$ cat config.mk
export PLATFORM = sky130hd
export DESIGN_NAME = vga_timing_monitor
export DESIGN_NICKNAME = d
export VERILOG_FILES = /design/src/rtl/vga_timing_monitor.sv
export SDC_FILE = /design/constraint.sdc
export NUM_CORES = 1
export LEC_CHECK = 0
export ABC_AREA = 1
export ABC_CLOCK_PERIOD_IN_PS = 2450
export BUFFER_PORTS_ARGS = -buffer_cell sky130_fd_sc_hd__buf_2
export CORE_MARGIN = 5
export CORE_UTILIZATION = 35
export CTS_BUF_LIST = sky130_fd_sc_hd__clkbuf_16
export CTS_CLUSTER_DIAMETER = 120
export DETAILED_ROUTE_END_ITERATION = 7
export PLACE_DENSITY = 0.6
export SLEW_MARGIN = 0
export SYNTH_ARGS = -nofsm -noshare
export SYNTH_HDL_FRONTEND = slang
export SYNTH_SLANG_ARGS = --single-unit
$ cat constraint.sdc
create_clock -name Clk -period 2.45 [get_ports Clk]
set_clock_uncertainty 0.15 [all_clocks]
set_input_delay 0.245 -clock Clk [delete_from_list [all_inputs] [get_ports Clk]]
set_output_delay 0.245 -clock Clk [all_outputs]
set_load 0.03 [all_outputs]
$ cat src/rtl/vga_timing_monitor.sv
// ============================================================================
// Module  : vga_timing_monitor
// Brief   : Rebuilds VGA pixel coordinates from hs/vs/blank, declares lock
//           on stable geometry and flags line/frame/blanking errors.
// Rev     : 1.0  initial release
// ============================================================================
`default_nettype none

module vga_timing_monitor #(
    parameter int H_ACTIVE     = 640,
    parameter int H_TOTAL      = 800,
    parameter int H_SYNC_START = 656,
    parameter int V_ACTIVE     = 480,
    parameter int V_TOTAL      = 525,
    parameter int V_SYNC_START = 490,
    parameter int LOCK_FRAMES  = 2
) (
    input  logic        Clk,
    input  logic        Reset,
    input  logic        pixel_clk,
    input  logic        hs,
    input  logic        vs,
    input  logic        blank,
    output logic [9:0]  DrawX,
    output logic [9:0]  DrawY,
    output logic        pix_valid,
    output logic        locked,
    output logic [15:0] frame_count,
    output logic        err_hlen,
    output logic        err_vlen,
    output logic        err_blank
);

    localparam logic [9:0]  c_H_ACTIVE     = 10'(H_ACTIVE);
    localparam logic [9:0]  c_H_LAST       = 10'(H_TOTAL - 1);
    localparam logic [9:0]  c_H_SYNC_START = 10'(H_SYNC_START);
    localparam logic [9:0]  c_V_ACTIVE     = 10'(V_ACTIVE);
    localparam logic [9:0]  c_V_LAST       = 10'(V_TOTAL - 1);
    localparam logic [9:0]  c_V_SYNC_START = 10'(V_SYNC_START);
    localparam logic [10:0] c_H_TOTAL_M    = 11'(H_TOTAL);
    localparam logic [10:0] c_V_TOTAL_M    = 11'(V_TOTAL);
    localparam logic [7:0]  c_LOCK_FRAMES  = 8'(LOCK_FRAMES);

    typedef enum logic [1:0] {
        ST_SEARCH  = 2'd0,
        ST_ACQUIRE = 2'd1,
        ST_LOCKED  = 2'd2
    } state_t;

    // Input stage: pixel strobe and the sync/blank samples it qualifies.
    logic        r_pclk_q;
    logic        r_pstb;
    logic        r_hs_d;
    logic        r_vs_d;
    logic        r_blank_d;

    always_ff @(posedge Clk or posedge Reset) begin
        if (Reset) begin
            r_pclk_q  <= 1'b0;
            r_pstb    <= 1'b0;
            r_hs_d    <= 1'b1;
            r_vs_d    <= 1'b1;
            r_blank_d <= 1'b0;
        end else begin
            r_pclk_q  <= pixel_clk;
            r_pstb    <= pixel_clk & ~r_pclk_q;
            r_hs_d    <= hs;
            r_vs_d    <= vs;
            r_blank_d <= blank;
        end
    end

    state_t      r_state;
    logic        r_hs_prev;
    logic        r_vs_prev;
    logic [9:0]  r_hx;
    logic [9:0]  r_vy;
    logic [10:0] r_llen;
    logic        r_llen_valid;
    logic [10:0] r_lcnt;
    logic        r_hbad;
    logic [7:0]  r_good;
    logic        r_pix_valid;
    logic [15:0] r_frame_count;
    logic        r_err_hlen;
    logic        r_err_vlen;
    logic        r_err_blank;

    logic        w_hs_fall;
    logic        w_vs_fall;
    logic        w_hx_wrap;
    logic [9:0]  w_hx_nxt;
    logic [9:0]  w_vy_nxt;
    logic        w_vis;
    logic        w_hlen_bad;
    logic        w_vlen_bad;
    logic        w_frame_ok;

    always_comb begin
        w_hs_fall = r_pstb & r_hs_prev & ~r_hs_d;
        w_vs_fall = r_pstb & r_vs_prev & ~r_vs_d;
        w_hx_wrap = (r_hx == c_H_LAST);

        if (w_hs_fall)
            w_hx_nxt = c_H_SYNC_START;
        else if (w_hx_wrap)
            w_hx_nxt = 10'd0;
        else
            w_hx_nxt = r_hx + 10'd1;

        if (w_vs_fall)
            w_vy_nxt = c_V_SYNC_START;
        else if (!w_hs_fall && w_hx_wrap)
            w_vy_nxt = (r_vy == c_V_LAST) ? 10'd0 : r_vy + 10'd1;
        else
            w_vy_nxt = r_vy;

        w_vis      = (w_hx_nxt < c_H_ACTIVE) && (w_vy_nxt < c_V_ACTIVE);
        // The first hs fall after a search only opens the measurement window.
        w_hlen_bad = w_hs_fall & r_llen_valid & (r_llen != c_H_TOTAL_M);
        w_vlen_bad = w_vs_fall & (r_lcnt != c_V_TOTAL_M);
        w_frame_ok = w_vs_fall & ~w_vlen_bad & ~w_hlen_bad & ~r_hbad;
    end

    always_ff @(posedge Clk or posedge Reset) begin
        if (Reset) begin
            r_state       <= ST_SEARCH;
            r_hs_prev     <= 1'b0;
            r_vs_prev     <= 1'b0;
            r_hx          <= 10'd0;
            r_vy          <= 10'd0;
            r_llen        <= 11'd0;
            r_llen_valid  <= 1'b0;
            r_lcnt        <= 11'd0;
            r_hbad        <= 1'b0;
            r_good        <= 8'd0;
            r_pix_valid   <= 1'b0;
            r_frame_count <= 16'd0;
            r_err_hlen    <= 1'b0;
            r_err_vlen    <= 1'b0;
            r_err_blank   <= 1'b0;
        end else begin
            r_pix_valid <= 1'b0;
            if (r_pstb) begin
                r_hs_prev <= r_hs_d;
                r_vs_prev <= r_vs_d;
                r_hx      <= w_hx_nxt;
                r_vy      <= w_vy_nxt;

                if (r_state == ST_SEARCH) begin
                    r_llen       <= 11'd0;
                    r_llen_valid <= 1'b0;
                    r_lcnt       <= 11'd0;
                    r_hbad       <= 1'b0;
                    r_good       <= 8'd0;
                end else begin
                    if (w_hs_fall) begin
                        r_llen       <= 11'd1;
                        r_llen_valid <= 1'b1;
                    end else if (r_llen != 11'h7FF) begin
                        r_llen <= r_llen + 11'd1;
                    end

                    if (w_vs_fall)
                        r_lcnt <= w_hs_fall ? 11'd1 : 11'd0;
                    else if (w_hs_fall && r_lcnt != 11'h7FF)
                        r_lcnt <= r_lcnt + 11'd1;

                    if (w_vs_fall)
                        r_hbad <= 1'b0;
                    else if (w_hlen_bad)
                        r_hbad <= 1'b1;
                end

                case (r_state)
                    ST_SEARCH: begin
                        if (w_vs_fall)
                            r_state <= ST_ACQUIRE;
                    end
                    ST_ACQUIRE: begin
                        if (w_hlen_bad || w_vlen_bad) begin
                            r_good <= 8'd0;
                        end else if (w_frame_ok) begin
                            if ((r_good + 8'd1) >= c_LOCK_FRAMES) begin
                                r_good  <= 8'd0;
                                r_state <= ST_LOCKED;
                            end else begin
                                r_good <= r_good + 8'd1;
                            end
                        end
                    end
                    ST_LOCKED: begin
                        if (w_hlen_bad) begin
                            r_err_hlen <= 1'b1;
                            r_state    <= ST_SEARCH;
                        end
                        if (w_vlen_bad) begin
                            r_err_vlen <= 1'b1;
                            r_state    <= ST_SEARCH;
                        end
                        if (w_frame_ok)
                            r_frame_count <= r_frame_count + 16'd1;
                        // Blanking disagreement is reported but never costs lock.
                        if (r_blank_d != w_vis)
                            r_err_blank <= 1'b1;
                        if (w_vis && !w_hlen_bad && !w_vlen_bad)
                            r_pix_valid <= 1'b1;
                    end
                    default: begin
                        r_state <= ST_SEARCH;
                    end
                endcase
            end
        end
    end

    assign DrawX       = r_hx;
    assign DrawY       = r_vy;
    assign pix_valid   = r_pix_valid;
    assign locked      = (r_state == ST_LOCKED);
    assign frame_count = r_frame_count;
    assign err_hlen    = r_err_hlen;
    assign err_vlen    = r_err_vlen;
    assign err_blank   = r_err_blank;

endmodule

`default_nettype wire

* After elaboration in Yosys (flattened, before gate mapping)
Cells that the tools add are included.
** Storage, ports and cells
- Register bits :: 81
- Input bits :: 6
- Word-level logic and storage cells :: 115
** Operators by class
- $add $sub $neg :: 6
- Order comparisons :: 3
- Eq/ne operators :: 14
- Muxes and demuxes :: 32
- Bitwise gates (word level) :: 17
- Reductions and logical operators :: 23
** Operator list (number)
- 11-bit two-way mux :: 6
- 10-bit two-way mux :: 5
- 8-bit two-way mux :: 5
- 11-bit by 1-bit adder with 11-bit output (second input constant) :: 2
- 11-bit by 10-bit != test with 1-bit output (second input constant) :: 2
- 11-bit != test (second input constant) :: 2
- 10-bit by 1-bit adder with 10-bit output (second input constant) :: 2
- 10-bit equality test (second input constant) :: 2
- 16-bit by 1-bit adder with 16-bit output (second input constant) :: 1
- 2-bit two-way mux :: 6
- 3-bit AND reduction :: 4
- 1-bit bitwise AND :: 11
- 10-bit < comparator (second input constant) :: 1
- 10-bit by 9-bit < comparator with 1-bit output (second input constant) :: 1
- 1-bit two-way mux :: 9
- 3-bit nonzero test :: 3
- 8-bit by 1-bit adder with 8-bit output (second input constant) :: 1
- 8-bit by 2-bit greater-or-equal comparator with 1-bit output (second input constant) :: 1
- 2-bit != test (second input constant) :: 4
- 2-bit AND reduction :: 4
- 1-bit inverter :: 6
- 2-bit case mux with 3 select lines :: 1
- 6-bit AND reduction :: 1
- 1-bit logical AND :: 5
- other kinds (8) :: 10

* Depth between registers and ports, before layout
Gate-level depths: netlist of the first run.
- Depth after elaboration :: 13
- Mapped depth :: 14
- Mapped depth without buffers :: 14

* Worst setup path before layout of the first run
OpenSTA, ideal clock, no wires.
- Path type :: register to register
- Start :: register r_hx[0], in the netlist DrawX[0]
- End :: register r_err_blank, in the netlist err_blank
- Arrival time :: 1.828 ns
- Required time :: 2.183 ns
- Slack :: 0.354 ns
- Stages on the path, launching flop included :: 13
- Path buffers :: 0
- Period minus slack after synthesis :: 2.096 ns
- Path through :: dfrtp_1 > ha_1 > nand2_1 > nor2_4 > nand3_1 > nor2_1 > nand2_1 > nand2_1 > nand4_1 > nand2_1 > nand2_1 > nand3_1 > nand2_1
** On the way
- Longest elaborated chain between the ends :: 8
- Elaborated cells on any way between the ends :: 12
** RTL lines
- start: declaration :: RTL line 76 : logic [9:0] r_hx;
- start signal: assignment :: RTL line 147 : r_hx <= w_hx_nxt;
- parallel branches: the longest is 5 deep, another holds 10-bit by 1-bit adder with 10-bit output
- 1-bit logical AND * :: RTL line 118 : w_vis = (w_hx_nxt < c_H_ACTIVE) && (w_vy_nxt < c_V_ACTIVE);
- 1-bit != test * :: RTL line 204 : if (r_blank_d != w_vis)
- 3-bit AND reduction (no source line) *
- end signal: assignment :: RTL line 141 : r_err_blank <= 1'b0;
- end signal: assignment :: RTL line 205 : r_err_blank <= 1'b1;
- end: declaration :: RTL line 87 : logic r_err_blank;
Every way passes the cells marked *.
A chain may end at the register's enable or synchronous reset.

* Worst setup path after layout of the first run
- Start :: register r_hx[0], in the netlist DrawX[0]
- End :: register r_vy[4], in the netlist DrawY[4]
** On the way
- Longest elaborated chain between the ends :: 4
** RTL lines
- 10-bit equality test :: RTL line 102 : w_hx_wrap = (r_hx == c_H_LAST);
- 1-bit logical AND :: RTL line 113 : else if (!w_hs_fall && w_hx_wrap)
- 10-bit two-way mux :: RTL line 113
- 10-bit two-way mux :: RTL line 111 : if (w_vs_fall)
- end signal: assignment :: RTL line 148 : r_vy <= w_vy_nxt;
- end: declaration :: RTL line 77 : logic [9:0] r_vy;
Every way passes these cells.

==> impl_metrics.ini, run 1 <==
[floorplan]
die_h_um = 124
dieArea_um2 = 15400
num_io_pins = 47
die-width_um = 124
initial_core_util = 0.359
rows = 41
core_area_um2 = 12700

[worst_setup_path]
cp_max_fo = 6
end_kind = flip-flop
crit_start = DrawX[0]
critPathArrivalTime_ns = 2.30
r2r-end = DrawY[4]
critPathKind = flip-flop to flip-flop
r2r-start = DrawX[0]
worstSetupEndpoint = DrawY[4]
worstPathRequired_ns = 2.52
crit_path_start_kind = flip-flop
reg2reg_depth = 9
r2r_slack_ns = 0.22

[layout]
antennaDiodeCount = 0
fillers = 1306
area.growth.synth_to_final_pct = 18.4
layout_commonest_cell = nand2_1
multiInputGateArea_um2 = 2180
layout_common_cells = 131 x nand2_1, 79 x dfrtp_1, 75 x inv_1
fin_nets = 655
drive_gt1_frac = 0.166
seq_area_um2 = 2030

[global_route]
grt_pass1_wl_um = 18600
met1_usage = 0.183
grt_use_met3 = 0.0309
antenna_found_initial = 0
grtUsageMet2 = 0.232
overflow = 0
grt_pass1_vias = 3954
grt_max_degree = 40
busiest_layer = met2
grt_usage = 0.144

[route]
vias_per_cell = 4.86
drtAntennaViolNets = 0
drtIter0Drc = 201
via_count = 3962
drt_pre_antenna_iters = 4
routedWlPerCell_um = 12.9
finalWirelength_um = 10500
drc = 0

[sta]
maxSlewViolCount = 0
fin_ws_ns = 0.224
max_freq_mhz = 449
min_period_over_period = 0.908
setup_viol = 0
max_slew_margin = 0.545
max_slew.worst_pin.slew_ns = 0.681
fin_tns_setup_ns = 0
hold_viol = 0
grt_setup_unrepaired = no
fin_crit_ns = 2.23

[synthesis]
yosys_warnings = 0
syn_inst = 576
syn_avg_cell_area_um2 = 7.93
synth-edff-count = 0
syn_area_um2 = 4570
ys_ff_latch = 81
synth_fp_nets = 592
ys_async_sr_fraction = 1.00
ys_seq_area_frac = 0.444
synth_flop_cell = dfrtp_1
synth.distinct_cells = 48

[power]
leakage_nw = 2.51
ir_worst_vdd_mv = 0.416
power_density_nw_per_um2 = 757

[cts]
path_clk_slew_ns = 0.06
cts_tree = done
cts_root_buffer = clkbuf_16
cts-buffers-inserted = 9
clockBufferDepth = 2
worstSkewPairLatency_ns = 0.34
clock-sinks = 81
htreeDepth = 3
post_cts_buffers = 0

[placement]
dp_hpwl_um = 7850
port_buffers = 46
dp_worst_setup_slack_ns = 0.220
gp_congestion = 0.901

[outcome]
outcome = finished, final reports clean

[job]
max_cap_viol_count = 0

[hold_path]
hold_class = flip-flop to flip-flop
[report_power, final]
group | internal, mW | total [mW] | switching, mW
Sequential | 1.49 | 1.65 | 0.159
Combinational | 0.325 | 1.02 | 0.693
Clock | 0.883 | 1.43 | 0.546
[worst min path at each step]
stage              from   endpoint  slack [ns]  cells after the start
6_report       r_pclk_q     r_pstb        0.25                      1
5_1_grt        r_pclk_q     r_pstb        0.26                      1
3_3_place_gp         hs     r_hs_d        0.20                      1
4_1_cts        r_pclk_q     r_pstb        0.24                      1
2_1_floorplan        hs     r_hs_d         0.1                      0
3_5_place_dp      blank  r_blank_d        0.20                      1
[per-stage QoR]
step / total power [mW] / area [um2] / utilization / hold WS [ns] / instances
6_report: 4.10 / 5410 / 0.425 / 0.249 / 816
5_1_grt: 4.35 / 5410 / 0.425 / 0.257 / 816
4_1_cts: 4.15 / 5410 / 0.425 / 0.243 / 816
3_5_place_dp: 2.69 / 5040 / 0.396 / 0.205 / 795
3_3_place_gp: 2.68 / 5040 / 0.396 / 0.203 / 795
2_1_floorplan: 2.37 / 4570 / - / 0.0995 / 576
[worst max-delay path: stages (launching register included)]
cell      delay, ns
dfrtp_1        0.41
ha_1           0.19
nand2_1        0.12
nor2_4         0.21
nand3_2        0.19
nor2_4         0.19
nand2_1        0.13
nand2_1        0.12
nand3_1        0.09
a221oi_1       0.30
[logic make-up (layout without fill, tap and decap cells)]
| group | after synthesis | in the layout | synth area share |
|---|---|---|---|
| simple gates | 293 | 293 | 0.303 |
| flops | 81 | 81 | 0.444 |
| compound gates | 83 | 83 | 0.107 |
| xor+xnor | 20 | 20 | 0.0383 |
| fa+ha+maj | 10 | 10 | 0.0274 |
| buf+inv | 89 | 157 | 0.0805 |
[layer usage]
layer / vias up / wire length, um
met4: 0 / 212
met3: 15 / 494
met2: 80 / 4850
met5: - / 0
li1: 2016 / -
met1: 1851 / 4980
[cell type report]
class                           instances  area share
Tap cell                              172      0.0398
Timing Repair Buffer                   58      0.0638
Multi-Input combinational cell        406       0.402
Sequential cell                        81       0.375
Clock inverter                          7      0.0160
Clock buffer                            9      0.0416
Inverter                               83      0.0615
[timing repair]
| item | 4_1_cts | 5_1_grt |
|---|---|---|
| resized for setup | 0 | 1 |
| hold buffers | 5 | 0 |
| setup endpoints to repair | 0 | 1 |
| hold endpoints to repair | 32 | 0 |
[sequential cells by signal, indices dropped and copies added, names as in the netlist, 2 cells and up]
name and cells:
frame_count 16, r_lcnt 11, r_llen 11, DrawX 10
DrawY 10, r_good 8, r_state 2
[synth_stat cells, drive strengths merged, types with 3 or more instances]
cell / instances / share of area
o21ai: 32 / 0.036
buf: 3 / 0.0060
inv: 81 / 0.068
dfrtp: 79 / 0.43
clkbuf: 3 / 0.0025
nor4: 5 / 0.0068
nand3: 44 / 0.051
xnor2: 6 / 0.012
nand4: 12 / 0.018
nor2: 68 / 0.073
o22ai: 5 / 0.0068
nor3: 22 / 0.026
a21oi: 30 / 0.034
ha: 10 / 0.027
xor2: 14 / 0.027
a31oi: 5 / 0.012
nand2: 139 / 0.12
No activity file was read; power rests on OpenSTA's default activity.
==> inputs of run 2 (changes only) <==
Settings changed: MAX_ROUTING_LAYER from default to met4.
==> run 2 against run 1 <==
  * Final area decreased by 1.0%
  * Core utilization is 0.43 points lower
  * Non-clock buffer count fell by 1
  * Clock power decreased by 15%
  * Worst hold slack got worse by 0.0042 ns
  * Sequential share of layout area increased by 0.39 points
  * Critical path depth did not move
  * Via count rose by 0.43%
  * Register-to-register slack improved by 0.04 ns
  * Wire length rose by 1.5%
  * Cell count decreased by 0.12%
  * Combinational power barely moved
  * Critical endpoint unchanged
  * Largest cell class unchanged
  * Largest power group unchanged
==> impl_metrics.ini, run 2 (synthesized netlist as in run 1, its figures left out) <==
[sta]
fin_crit_ns = 2.18
max_slew_margin = 0.563
grt_setup_unrepaired = no
max_freq_mhz = 458
maxSlewViolCount = 0
setup_viol = 0
fin_ws_ns = 0.268
min_period_over_period = 0.891
fin_tns_setup_ns = 0
hold_viol = 0
hold_ws_ns = 0.245
max_slew.worst_pin.slew_ns = 0.655

[layout]
drive_gt1_frac = 0.163
area.growth.synth_to_final_pct = 17.2
fillers = 1355
final_cells = 815
postLayoutCellArea_um2 = 5360
largest_register_ffs = 16
layout_commonest_cell = nand2_1
antennaDiodeCount = 0
layout_common_cells = 131 x nand2_1, 79 x dfrtp_1, 75 x inv_1
multiInputGateArea_um2 = 2180
seq_area_um2 = 2030
fin_util = 0.421
fin_nets = 654

[floorplan]
initial_core_util = 0.359
dieArea_um2 = 15400
rows = 41
die_h_um = 124
core_area_um2 = 12700
die-width_um = 124
num_io_pins = 47

[route]
via_count = 3979
drtIter0Drc = 186
drt_pre_antenna_iters = 5
finalWirelength_um = 10700
routedWlPerCell_um = 13.1
drtAntennaViolNets = 0
drc = 0
vias_per_cell = 4.88

[worst_setup_path]
end_kind = flip-flop
slowest_delay_ns = 0.41
crit_path_start_kind = flip-flop
cp_max_fo = 6
critPathArrivalTime_ns = 2.26
cp_slowest_cell = dfrtp_1
worstPathRequired_ns = 2.53
critPathMostFrequentCell = nand2_1
r2r_slack_ns = 0.27
critPathKind = flip-flop to flip-flop
reg2reg_depth = 9
path_cells = ha_1 > nand2_1 > nor2_4 > nand3_2 > nor2_4 > nand2_1 > nand2_1 > nand3_1 > a221oi_1

[placement]
port_buffers = 46
dp_worst_setup_slack_ns = 0.227
gp_congestion = 0.854
dp_cells = 794
dp_hpwl_um = 8020
place_area_um2 = 5040

[power]
leakage_nw = 2.47
ir_worst_vdd_mv = 0.429
power_density_nw_per_um2 = 722
report.power.total_mw = 3.87

[cts]
cts_root_buffer = clkbuf_16
worstSkewPairLatency_ns = 0.34
post_cts_buffers = 0
path_clk_slew_ns = 0.06
clockBufferDepth = 2
clock-sinks = 81
cts_tree = done
cts-buffers-inserted = 9
htreeDepth = 3

[global_route]
overflow = 0
grt_pass1_vias = 3807
grt_max_degree = 40
grt_usage = 0.147
antenna_found_initial = 0
grt_pass1_wl_um = 18500

[hold_path]
hold_class = flip-flop to flip-flop
hold_path_depth = 1

[job]
max_cap_viol_count = 0

[outcome]
outcome = finished, final reports clean
[run 2: changes by cell type in the layout (fill, tap and decap cells not counted)]
| cell | delta |
|---|---|
| clkinv_2 | -1 |
| buf_4 | -1 |
| clkinv_4 | -1 |
| bufinv_16 | -2 |
| clkinv_1 | +1 |
| clkinvlp_4 | +3 |
[run 2: path summary, 6_finish.rpt]
check                           startpoint         to
worst max-delay path              DrawX[0]   DrawY[4]
worst min-delay path              r_pclk_q     r_pstb
worst max register to register    DrawX[0]   DrawY[4]
worst min register to register    r_pclk_q     r_pstb
max in group asynchronous            Reset   DrawY[0]
min in group asynchronous            Reset  pix_valid
[run 2: power by group]
part,internal [mW],total [mW],switching [mW],leakage [nW]
registers,1.49,1.65,0.161,1.07
clock network,0.673,1.22,0.549,0.124
logic,0.300,0.993,0.693,1.27
[run 2: critical path, delay by kind of cell (launching register included)]
kind | cells | cell delay (ns)
simple gates | 7 | 1.04
flops | 1 | 0.41
fa+ha+maj | 1 | 0.19
compound gates | 1 | 0.27
[run 2: cell type report]
| cell class | count | share of cell area |
|---|---|---|
| well taps | 172 | 0.0402 |
| repair buffers | 57 | 0.0631 |
| clock buffers | 9 | 0.0421 |
| clock inverters | 7 | 0.00724 |
| flip-flops and latches | 81 | 0.379 |
| multi-input cells | 406 | 0.406 |
| inverters | 83 | 0.0621 |
[run 2: layer usage]
| layer | vias up | wire (um) | GRT usage |
|---|---|---|---|
| met5 | - | 0 | - |
| met4 | 0 | 171 | 0.0529 |
| met3 | 14 | 440 | 0.0279 |
| met2 | 85 | 5010 | 0.226 |
| met1 | 1872 | 5070 | 0.193 |
| li1 | 2008 | - | - |
[run 2: what timing repair did]
| action | 4_1_cts | 5_1_grt |
|---|---|---|
| gates resized for setup | 0 | 1 |
| endpoints found under the hold margin | 29 | 0 |
| hold buffers | 5 | 0 |
| endpoints found under the setup margin | 0 | 1 |
